## src/rtl/id_stage_hs_if.sv

```systemverilog
// Fetch / write-back / execute signal bundle around the decode stage.
// master = pipeline neighbours (fetch, write-back, execute), slave = decode stage.
interface id_stage_hs_if #(
  parameter int DATA_W = 64,
  parameter int INST_W = 32
);
  logic              i_inst_valid;
  logic              o_inst_ready;
  logic [INST_W-1:0] i_inst;
  logic              i_wb_valid;
  logic [4:0]        i_wb_rd;
  logic [DATA_W-1:0] i_wb_data;
  logic              o_valid;
  logic              i_ready;
  logic [3:0]        o_op;
  logic [DATA_W-1:0] o_rs1;
  logic [DATA_W-1:0] o_rs2;
  logic [DATA_W-1:0] o_imm;
  logic [4:0]        o_rd_id;
  logic              o_finish;

  modport master (
    output i_inst_valid, i_inst, i_wb_valid, i_wb_rd, i_wb_data, i_ready,
    input  o_inst_ready, o_valid, o_op, o_rs1, o_rs2, o_imm, o_rd_id, o_finish
  );

  modport slave (
    input  i_inst_valid, i_inst, i_wb_valid, i_wb_rd, i_wb_data, i_ready,
    output o_inst_ready, o_valid, o_op, o_rs1, o_rs2, o_imm, o_rd_id, o_finish
  );
endinterface

```

## src/rtl/id_stage_hs.sv

```systemverilog
// Decode stage: regfile read with write-back bypass, immediate extension, load-use stall, sticky STOP.
// Latency 1; the output register holds under i_ready=0 and stalls fetch via o_inst_ready.
module id_stage_hs #(
  parameter int DATA_W     = 64,
  parameter int INST_W     = 32,
  parameter int REG_NUM    = 32,
  parameter int LOAD_STALL = 1
) (
  input logic         i_clk,
  input logic         i_rst_n,
  id_stage_hs_if.slave bus
);
  localparam int         RIDX_W  = (REG_NUM > 1) ? $clog2(REG_NUM) : 1;
  localparam logic [5:0] REG_LIM = 6'(REG_NUM);
  localparam int         CNT_W   = (LOAD_STALL > 0) ? $clog2(LOAD_STALL + 1) : 1;

  typedef enum logic [3:0] {
    OP_LD, OP_SD, OP_BEQ, OP_BNE, OP_ADDI, OP_XORI, OP_ORI, OP_ANDI,
    OP_SLLI, OP_SRLI, OP_ADD, OP_SUB, OP_XOR, OP_OR, OP_AND, OP_ILL
  } op_e;

  typedef struct packed {
    logic [3:0]        op;
    logic [DATA_W-1:0] rs1;
    logic [DATA_W-1:0] rs2;
    logic [DATA_W-1:0] imm;
    logic [4:0]        rd;
  } bundle_t;

  function automatic logic [DATA_W-1:0] sext12(input logic [11:0] v);
    return {{(DATA_W-12){v[11]}}, v};
  endfunction

  function automatic logic in_range(input logic [4:0] idx);
    return {1'b0, idx} < REG_LIM;
  endfunction

  logic [DATA_W-1:0] regs [REG_NUM];
  bundle_t           out_q;
  logic              out_vld;
  logic              out_ld;
  logic              finish_q;
  logic              ld_pend;
  logic              ld_cnting;
  logic [4:0]        ld_rd;
  logic [CNT_W-1:0]  ld_cnt;

  logic [31:0] inst;
  logic [6:0]  opcode;
  logic [6:0]  f7;
  logic [2:0]  f3;
  logic [4:0]  rd, rs1, rs2;

  assign inst   = bus.i_inst[31:0];
  assign opcode = inst[6:0];
  assign rd     = inst[11:7];
  assign f3     = inst[14:12];
  assign rs1    = inst[19:15];
  assign rs2    = inst[24:20];
  assign f7     = inst[31:25];

  op_e               op;
  logic              use_rs1, use_rs2, use_rd, is_stop;
  logic [DATA_W-1:0] imm_ext;

  // Unused fields are reported as zero so an operand never leaks unrelated register state.
  always_comb begin
    op      = OP_ILL;
    use_rs1 = 1'b0;
    use_rs2 = 1'b0;
    use_rd  = 1'b0;
    is_stop = 1'b0;
    imm_ext = '0;
    case ({f3, opcode})
      {3'd3, 7'h03}: begin op = OP_LD;  use_rs1 = 1'b1; use_rd = 1'b1; imm_ext = sext12(inst[31:20]); end
      {3'd3, 7'h23}: begin op = OP_SD;  use_rs1 = 1'b1; use_rs2 = 1'b1; imm_ext = sext12({f7, inst[11:7]}); end
      {3'd0, 7'h63}: begin op = OP_BEQ; use_rs1 = 1'b1; use_rs2 = 1'b1;
                           imm_ext = sext12({inst[31], inst[7], inst[30:25], inst[11:8]}); end
      {3'd1, 7'h63}: begin op = OP_BNE; use_rs1 = 1'b1; use_rs2 = 1'b1;
                           imm_ext = sext12({inst[31], inst[7], inst[30:25], inst[11:8]}); end
      {3'd0, 7'h13}: begin op = OP_ADDI; use_rs1 = 1'b1; use_rd = 1'b1; imm_ext = sext12(inst[31:20]); end
      {3'd4, 7'h13}: begin op = OP_XORI; use_rs1 = 1'b1; use_rd = 1'b1; imm_ext = sext12(inst[31:20]); end
      {3'd6, 7'h13}: begin op = OP_ORI;  use_rs1 = 1'b1; use_rd = 1'b1; imm_ext = sext12(inst[31:20]); end
      {3'd7, 7'h13}: begin op = OP_ANDI; use_rs1 = 1'b1; use_rd = 1'b1; imm_ext = sext12(inst[31:20]); end
      {3'd1, 7'h13}: begin op = OP_SLLI; use_rs1 = 1'b1; use_rd = 1'b1; imm_ext = DATA_W'(inst[25:20]); end
      {3'd5, 7'h13}: begin op = OP_SRLI; use_rs1 = 1'b1; use_rd = 1'b1; imm_ext = DATA_W'(inst[25:20]); end
      {3'd0, 7'h33}: begin
        if (f7 == 7'h00 || f7 == 7'h20) begin
          op = (f7 == 7'h20) ? OP_SUB : OP_ADD;
          use_rs1 = 1'b1; use_rs2 = 1'b1; use_rd = 1'b1;
        end
      end
      {3'd4, 7'h33}: if (f7 == 7'h00) begin op = OP_XOR; use_rs1 = 1'b1; use_rs2 = 1'b1; use_rd = 1'b1; end
      {3'd6, 7'h33}: if (f7 == 7'h00) begin op = OP_OR;  use_rs1 = 1'b1; use_rs2 = 1'b1; use_rd = 1'b1; end
      {3'd7, 7'h33}: if (f7 == 7'h00) begin op = OP_AND; use_rs1 = 1'b1; use_rs2 = 1'b1; use_rd = 1'b1; end
      {3'd7, 7'h7F}: is_stop = 1'b1;
      default: ;
    endcase
    if ((use_rs1 && !in_range(rs1)) || (use_rs2 && !in_range(rs2)) || (use_rd && !in_range(rd))) begin
      op      = OP_ILL;
      use_rs1 = 1'b0;
      use_rs2 = 1'b0;
      use_rd  = 1'b0;
      imm_ext = '0;
    end
  end

  logic [DATA_W-1:0] rs1_val, rs2_val;

  always_comb begin
    rs1_val = '0;
    rs2_val = '0;
    if (use_rs1 && rs1 != 5'd0)
      rs1_val = (bus.i_wb_valid && bus.i_wb_rd == rs1) ? bus.i_wb_data : regs[rs1[RIDX_W-1:0]];
    if (use_rs2 && rs2 != 5'd0)
      rs2_val = (bus.i_wb_valid && bus.i_wb_rd == rs2) ? bus.i_wb_data : regs[rs2[RIDX_W-1:0]];
  end

  logic hazard, accept, fire, ld_acc;

  assign hazard = ld_pend && ((use_rs1 && rs1 == ld_rd) || (use_rs2 && rs2 == ld_rd));
  assign bus.o_inst_ready = !finish_q && !hazard && (!out_vld || bus.i_ready);
  assign accept = bus.i_inst_valid && bus.o_inst_ready;
  assign fire   = out_vld && bus.i_ready;
  assign ld_acc = accept && op == OP_LD && rd != 5'd0;

  always_ff @(posedge i_clk or negedge i_rst_n) begin
    if (!i_rst_n) begin
      for (int i = 0; i < REG_NUM; i++) regs[i] <= '0;
    end else if (bus.i_wb_valid && bus.i_wb_rd != 5'd0 && in_range(bus.i_wb_rd)) begin
      regs[bus.i_wb_rd[RIDX_W-1:0]] <= bus.i_wb_data;
    end
  end

  always_ff @(posedge i_clk or negedge i_rst_n) begin
    if (!i_rst_n) begin
      out_q     <= '0;
      out_vld   <= 1'b0;
      out_ld    <= 1'b0;
      finish_q  <= 1'b0;
      ld_pend   <= 1'b0;
      ld_cnting <= 1'b0;
      ld_rd     <= '0;
      ld_cnt    <= '0;
    end else begin
      if (accept && !is_stop) begin
        out_vld   <= 1'b1;
        out_ld    <= ld_acc;
        out_q.op  <= op;
        out_q.rs1 <= rs1_val;
        out_q.rs2 <= rs2_val;
        out_q.imm <= imm_ext;
        out_q.rd  <= use_rd ? rd : 5'd0;
      end else if (fire) begin
        out_vld <= 1'b0;
        out_ld  <= 1'b0;
      end
      if (accept && is_stop) finish_q <= 1'b1;
      // The stall window opens when the load leaves; a newer load always takes over.
      if (ld_acc) begin
        ld_pend   <= 1'b1;
        ld_rd     <= rd;
        ld_cnting <= 1'b0;
      end else if (fire && out_ld) begin
        if (LOAD_STALL == 0) begin
          ld_pend <= 1'b0;
        end else begin
          ld_cnting <= 1'b1;
          ld_cnt    <= CNT_W'(LOAD_STALL);
        end
      end else if (ld_cnting) begin
        ld_cnt <= ld_cnt - 1'b1;
        if (ld_cnt <= CNT_W'(1)) begin
          ld_pend   <= 1'b0;
          ld_cnting <= 1'b0;
        end
      end
    end
  end

  assign bus.o_valid  = out_vld;
  assign bus.o_op     = out_q.op;
  assign bus.o_rs1    = out_q.rs1;
  assign bus.o_rs2    = out_q.rs2;
  assign bus.o_imm    = out_q.imm;
  assign bus.o_rd_id  = out_q.rd;
  assign bus.o_finish = finish_q;
endmodule

```

## src/flat_wrapper.sv

```systemverilog
// flat-port wrapper written by rule: the top's interface ports become plain ports
module id_stage_hs_flat 
#(
  parameter int DATA_W     = 64,
  parameter int INST_W     = 32,
  parameter int REG_NUM    = 32,
  parameter int LOAD_STALL = 1
)
  (i_clk, i_rst_n, bus_i_inst_valid, bus_i_inst, bus_i_wb_valid, bus_i_wb_rd, bus_i_wb_data, bus_i_ready, bus_o_inst_ready, bus_o_valid, bus_o_op, bus_o_rs1, bus_o_rs2, bus_o_imm, bus_o_rd_id, bus_o_finish);
  id_stage_hs_if #(.DATA_W(DATA_W), .INST_W(INST_W)) bus_i ();
  input logic i_clk;
  input logic i_rst_n;
  input wire logic [$bits(bus_i.i_inst_valid)-1:0] bus_i_inst_valid;
  input wire logic [$bits(bus_i.i_inst)-1:0] bus_i_inst;
  input wire logic [$bits(bus_i.i_wb_valid)-1:0] bus_i_wb_valid;
  input wire logic [$bits(bus_i.i_wb_rd)-1:0] bus_i_wb_rd;
  input wire logic [$bits(bus_i.i_wb_data)-1:0] bus_i_wb_data;
  input wire logic [$bits(bus_i.i_ready)-1:0] bus_i_ready;
  output wire logic [$bits(bus_i.o_inst_ready)-1:0] bus_o_inst_ready;
  output wire logic [$bits(bus_i.o_valid)-1:0] bus_o_valid;
  output wire logic [$bits(bus_i.o_op)-1:0] bus_o_op;
  output wire logic [$bits(bus_i.o_rs1)-1:0] bus_o_rs1;
  output wire logic [$bits(bus_i.o_rs2)-1:0] bus_o_rs2;
  output wire logic [$bits(bus_i.o_imm)-1:0] bus_o_imm;
  output wire logic [$bits(bus_i.o_rd_id)-1:0] bus_o_rd_id;
  output wire logic [$bits(bus_i.o_finish)-1:0] bus_o_finish;
  assign bus_i.i_inst_valid = bus_i_inst_valid;
  assign bus_i.i_inst = bus_i_inst;
  assign bus_i.i_wb_valid = bus_i_wb_valid;
  assign bus_i.i_wb_rd = bus_i_wb_rd;
  assign bus_i.i_wb_data = bus_i_wb_data;
  assign bus_i.i_ready = bus_i_ready;
  assign bus_o_inst_ready = bus_i.o_inst_ready;
  assign bus_o_valid = bus_i.o_valid;
  assign bus_o_op = bus_i.o_op;
  assign bus_o_rs1 = bus_i.o_rs1;
  assign bus_o_rs2 = bus_i.o_rs2;
  assign bus_o_imm = bus_i.o_imm;
  assign bus_o_rd_id = bus_i.o_rd_id;
  assign bus_o_finish = bus_i.o_finish;
  id_stage_hs #(.DATA_W(DATA_W), .INST_W(INST_W), .REG_NUM(REG_NUM), .LOAD_STALL(LOAD_STALL)) u_core (.i_clk(i_clk), .i_rst_n(i_rst_n), .bus(bus_i));
endmodule
```

## config.mk

```make
export PLATFORM = sky130hd
export DESIGN_NAME = id_stage_hs_flat
export DESIGN_NICKNAME = d
export VERILOG_FILES = /design/src/rtl/id_stage_hs_if.sv /design/src/rtl/id_stage_hs.sv /design/src/flat_wrapper.sv
export SDC_FILE = /design/constraint.sdc
export NUM_CORES = 2
export LEC_CHECK = 0
export ABC_CLOCK_PERIOD_IN_PS = 2300
export CORE_UTILIZATION = 42
export CTS_CLUSTER_DIAMETER = 200
export DETAILED_ROUTE_END_ITERATION = 7
export PLACE_DENSITY = 0.57
export SYNTH_ARGS = -nofsm -noshare
export SYNTH_HDL_FRONTEND = slang
export SYNTH_SLANG_ARGS = --single-unit
```

## constraint.sdc

```tcl
create_clock -name i_clk -period 2.3 [get_ports i_clk]
set_clock_uncertainty 0.2 [all_clocks]
set_input_delay 0.345 -clock i_clk [delete_from_list [all_inputs] [get_ports i_clk]]
set_output_delay 0.345 -clock i_clk [all_outputs]
set_load 0.005 [all_outputs]
```

* Yosys cells after proc, flatten, opt, wreduce, memory -nomap -nowiden
Cells that the tools add are included.
Operators by class: add/sub/neg operators 1, $mul 0, divide/modulo/power cells 0, magnitude comparators 5, equality and inequality tests 21, shifts and indexed selects 0, muxes and demuxes 40, bitwise logic cells 4, reductions and logical operators 44
Operator list (number):
- bitwise mux 2048 bit | 1
- binary-select mux 64 bit (select 5 bit) | 2
- 2-to-1 mux 64 bit | 9
- demux 64 bit (select 5 bit) | 1
- one-hot mux 64 bit (4 select lines) | 1
- equality test 10 bit, second input constant | 8
- one-hot mux 4 bit (14 select lines) | 1
- equality test 10 x 8 -> 1 bit, second input constant | 2
- equality test 10 x 9 -> 1 bit, second input constant | 2
- equality test 5 bit | 4
- nonzero test 5 bit | 4
- greater-or-equal comparator 6 bit, second input constant | 3
- logical AND 1 bit | 18
- 2-to-1 mux 1 bit | 18
- NOT 5 -> 6 bit | 3
- equality test 10 x 5 -> 1 bit, second input constant | 1
- equality test 10 x 6 -> 1 bit, second input constant | 1
- equality test 10 x 7 -> 1 bit, second input constant | 1
- OR reduction 10 bit | 1
- one-hot mux 1 bit (3 select lines) | 3
- nonzero test 2 bit | 4
- equality test 7 x 6 -> 1 bit, second input constant | 1
- logical NOT 7 bit | 1
- OR reduction 7 bit | 1
- other kinds (16) | 24
Storage, ports and cells: bits in registers 2260, latch bits 0, memory bits (writable) 0, memory bits (read-only) 0, bits of input ports 106, output and inout port bits 204, word-level logic and storage cells 159, memories 0

* Logic depth before layout (Yosys ltp)
depth in word-level cells 15, gate-level depth with buffers 11

* Worst setup path after synthesis
OpenSTA, ideal clock, no wires.
path kind in2reg, start point in bus_i_inst[20], end point reg u_core.out_q (netlist bit u_core.bus.o_rs2[33]), library setup time 0.143 ns, data arrival time 2.407 ns, slack -0.450 ns, stages 8, cells stage by stage clkbuf_1 buf_2 buf_2 buf_2 mux4_2 mux4_2 o22ai_1 o41ai_2
On the way: word-level cells in the longest chain between the ends 9, elaborated cells between the ends (all ways) 19
Ends and longest elaborated chain:
- from (decl) | RTL line flat_wrapper.sv:14 | input wire logic [$bits(bus_i.i_inst)-1:0] bus_i_inst;
- parallel branches: the longest is 9 deep, another holds binary-select mux 64 bit (select 5 bit)
- to (decl) | RTL line id_stage_hs.sv:39 | bundle_t out_q;
Several ways; the timed one is not identified. The select of a mux whose other input is x is not followed. A chain may end at the register's enable or synchronous reset.

* Worst setup path after layout
start point reg u_core.ld_rd[0], end point out bus_o_inst_ready
On the way: word-level cells in the longest chain between the ends 7, elaborated cells between the ends (all ways) 9
Ends and longest elaborated chain:
- from (decl) | RTL line id_stage_hs.sv:45 | logic [4:0] ld_rd;
- from (signal assigned) | RTL line id_stage_hs.sv:162 | ld_rd <= rd;
- equality test 5 bit | RTL line id_stage_hs.sv:121 | assign hazard = ld_pend && ((use_rs1 && rs1 == ld_rd) || (use_rs2 && rs2 == ld_rd));
- logical AND 1 bit | RTL line id_stage_hs.sv:121
- logical OR 1 bit (*) | RTL line id_stage_hs.sv:121
- logical AND 1 bit (*) | RTL line id_stage_hs.sv:121
- logical NOT 1 bit (*) | RTL line id_stage_hs.sv:122 | assign bus.o_inst_ready = !finish_q && !hazard && (!out_vld || bus.i_ready);
- logical AND 1 bit (*) (2 in a row) | RTL line id_stage_hs.sv:122
- to (decl) | RTL line flat_wrapper.sv:19 | output wire logic [$bits(bus_i.o_inst_ready)-1:0] bus_o_inst_ready;
Every way passes the cells marked *; elsewhere a longest branch is shown, timed or not.

==> key figures <==
Detailed routing
  • 1st-pass router iterations: 6
  • Vias: 81151
  • Initial DRC Count: 7251
  • Antenna viol nets, final: 0
  • Per-cell routed wire length: 33.1 um
  • Vias per cell: 6.37
  • # DRC: 0
  • Routed WL: 421000 um

Power
  • Cell Pwr Density: 792 nW/um^2
  • Total power: 115 mW
  • Leakage: 63.9 nW
  • Worst VDD drop: 0.000610 V

Synthesis
  • Most frequent cell after synthesis: dfrtp_1
  • Flops & latches, synth: 2207
  • Yosys warns: 0
  • Sequential fraction of the synthesis area: 0.471
  • Synthesized Nets: 8252
  • Largest cells by area after synthesis: dfrtp_1 47%, mux2_2 20%, mux4_2 17%
  • Syn Area/Cell: 14.4 um^2
  • Post-Syn Area: 117000 um^2
  • Post-synth top cells: 2207 x dfrtp_1, 2058 x mux2_2, 902 x mux4_2
  • Mapped Cells: 8146
  • Post-synth EDFFs: 0
  • Largest area contributor in the netlist: dfrtp_1
  • Ys async rst share: 1.00
  • Top-area cell type share of the netlist area: 0.471
  • Post-synth top flop: dfrtp_1
  • Cell variety after synth: 71

Outcome
  • Status: complete, but fails checks
  • Failing checks: negative setup slack

Place
  • GPL Wtd Cong: 0.871
  • DP HPWL: 273000 um
  • DP Area: 134000 um^2
  • Number of port buffers: 309

GRT
  • Initial antenna violation count: 13
  • Gr usage total: 0.300
  • Vias in the first global route: 84898
  • Global-route wire length before repair: 616000 um
  • Largest net degree at the start of global routing: 126
  • GR Overflow Total: 0

Clocking
  • CTS root buf: clkbuf_16
  • CTS Buffer Depth: 4
  • CTS tree: yes
  • H-tree lvl count: 4
  • Worst-path clk slew: 60 ps
  • Clk sink count: 2207
  • Worst skew pair latency: 950 ps
  • Cts bufs inserted: 249

Final layout
  • Finished Cell Area: 145000 um^2
  • Footprint of the multi-input gates: 59000 um^2
  • # fillers: 23093
  • Layout area overhead: 23.6%
  • Storage cell area: 55300 um^2
  • Nets: 8938
  • Layout cells sized above 1: 0.532

STA
  • Pin slew with the least headroom to its limit: 813 ps
  • Minimum clock period: 2910 ps
  • PnR worst setup slack: -612 ps
  • Final Max Tran Viols: 0
  • Final-report hold violation count: 0
  • RSZ-0062 raised after global routing: yes
  • Final setup violation count: 210
  • Slew margin rel.: 0.458
  • Final worst-path cycle share: 1.27
  • Fmax: 343 MHz

Worst setup path
  • Slowest cell delay on critical path: 440 ps
  • Crit path launch type: flip-flop
  • Worst path required time: 1750 ps
  • Cells along the critical path: buf_6 -> xnor2_4 -> nand3_2 -> nor3_4 -> o21ai_4 -> nor2_4 -> nor3_2 -> buf_2
  • CP delay by family, top: simple AND/OR/NAND/NOR gates
  • Critical Path AT: 2370 ps
  • CP max-delay cell: dfrtp_2
  • Max FO, Critical Path: 2
  • Buf+Inv Stages, Crit Path: 2
  • Crit Path Class: flip-flop to output port
  • CP Capture Type: output port

Worst hold path
  • Hold Crit Class: input port to asynchronous set/reset pin

Die
  • Die height: 531 um
  • # IOs: 310
  • Die area: 281000 um^2
  • Site Rows: 193
  • Chip Width: 531 um
  • Initial Utilization: 0.423
  • CORE AREA: 277000 um^2

Job
  • Max-cap violation count: 0
-- per-layer routing --
metal	part of all wire	up-vias	routed length, um	global-route usage
met4	0.043	0	18100	0.115
met3	0.063	823	26600	0.0454
li1	-	32938	-	-
met2	0.47	3174	199000	0.478
met1	0.42	44216	177000	0.412
met5	0	-	0	0
-- cells in the final DEF, fill, tap and decap left out, types with 95 or more instances in the layout --
cell and instances:
mux4_2 902, nand2_1 202, mux2_2 2057, a221oi_1 172, o41ai_2 108, nor2_1 134, clkbuf_16 252, dfrtp_1 2187
mux2i_1 434, buf_12 462, o21ai_0 244, clkdlybuf4s50_1 95, a31oi_1 112, dlygate4sd2_1 147, buf_4 567
-- power breakdown --
part	switching [mW]	internal [mW]
logic	9.53	14.1
registers	5.10	45.7
clock network	16.7	23.7
-- stage by stage --
stage               hold slack, ps  TNS, ps  utilization  cells  worst slack, ps
floorplan                     -151  -118650            -   8146             -267
global placement              59.4  -995350        0.484  12166            -1190
detailed placement            55.7  -996800        0.484  12166            -1180
CTS                           4.64   -46900        0.523  12733             -639
global route                  16.9   -74670        0.523  12739             -706
finish                        14.2   -64570        0.523  12743             -612
-- area by class of cell --
cell class,count,share of cell area
inverter,5,0.000129
antenna,8,0.000138
sequential,2207,0.381
timing repair buffer,1418,0.123
tap,3705,0.0320
clock buffer,367,0.0501
clock inverter,82,0.00641
multi-input combinational,4951,0.407
-- kinds of logic (layout without fill, tap and decap cells) --
family                 Yosys count  count (layout)  synth area share
buffers and inverters          988            1872            0.0369
AND/OR/NAND/NOR                567             567            0.0222
flip-flops                    2207            2207             0.471
AO/OA/AOI/OAI                  963             963            0.0602
other                            0               8                 0
multiplexers                  3400            3400             0.408
XOR/XNOR                        21              21           0.00157
-- repair_timing --
| item | in CTS | in global routing |
|---|---|---|
| gates resized for setup | 747 | 58 |
| hold buffers | 15 | 0 |
| hold endpoints to repair | 2229 | 0 |
| pin swaps | 182 | 4 |
| buffers inserted | 74 | 18 |
| cloned | 31 | 1 |
| setup endpoints to repair | 362 | 212 |
-- worst min-delay path, cell delays in order --
cell and delay, ps:
dlygate4sd3_1 620, buf_16 280, buf_12 250
-- flip-flops by register name, indices dropped and copies added, names as in the netlist --
name / count
u_core.bus.o_valid: 1
u_core.bus.o_finish: 1
u_core.out_ld: 1
u_core.bus.o_rd_id: 5
u_core.bus.o_op: 4
u_core.bus.o_rs1: 64
u_core.ld_pend: 1
u_core.bus.o_rs2: 64
u_core.ld_rd: 5
u_core.regs: 2048
u_core.ld_cnting: 1
u_core.bus.o_imm: 12
-- final timing paths --
kind | from | end | slack (ps) | cells past startpoint
max in group asynchronous | i_rst_n | u_core.regs[1660] | 850 | 3
min in group i_clk | bus_i_wb_data[56] | u_core.bus.o_rs2[56] | 50 | 3
max | u_core.ld_rd[0] | bus_o_inst_ready | -610 | 8
min reg2reg | u_core.regs[2040] | u_core.regs[2040] | 200 | 0
min | i_rst_n | u_core.regs[1717] | 10 | 3
max reg2reg | u_core.ld_rd[0] | u_core.bus.o_rs2[37] | -470 | 14
Power figures use the tool's default switching activity.
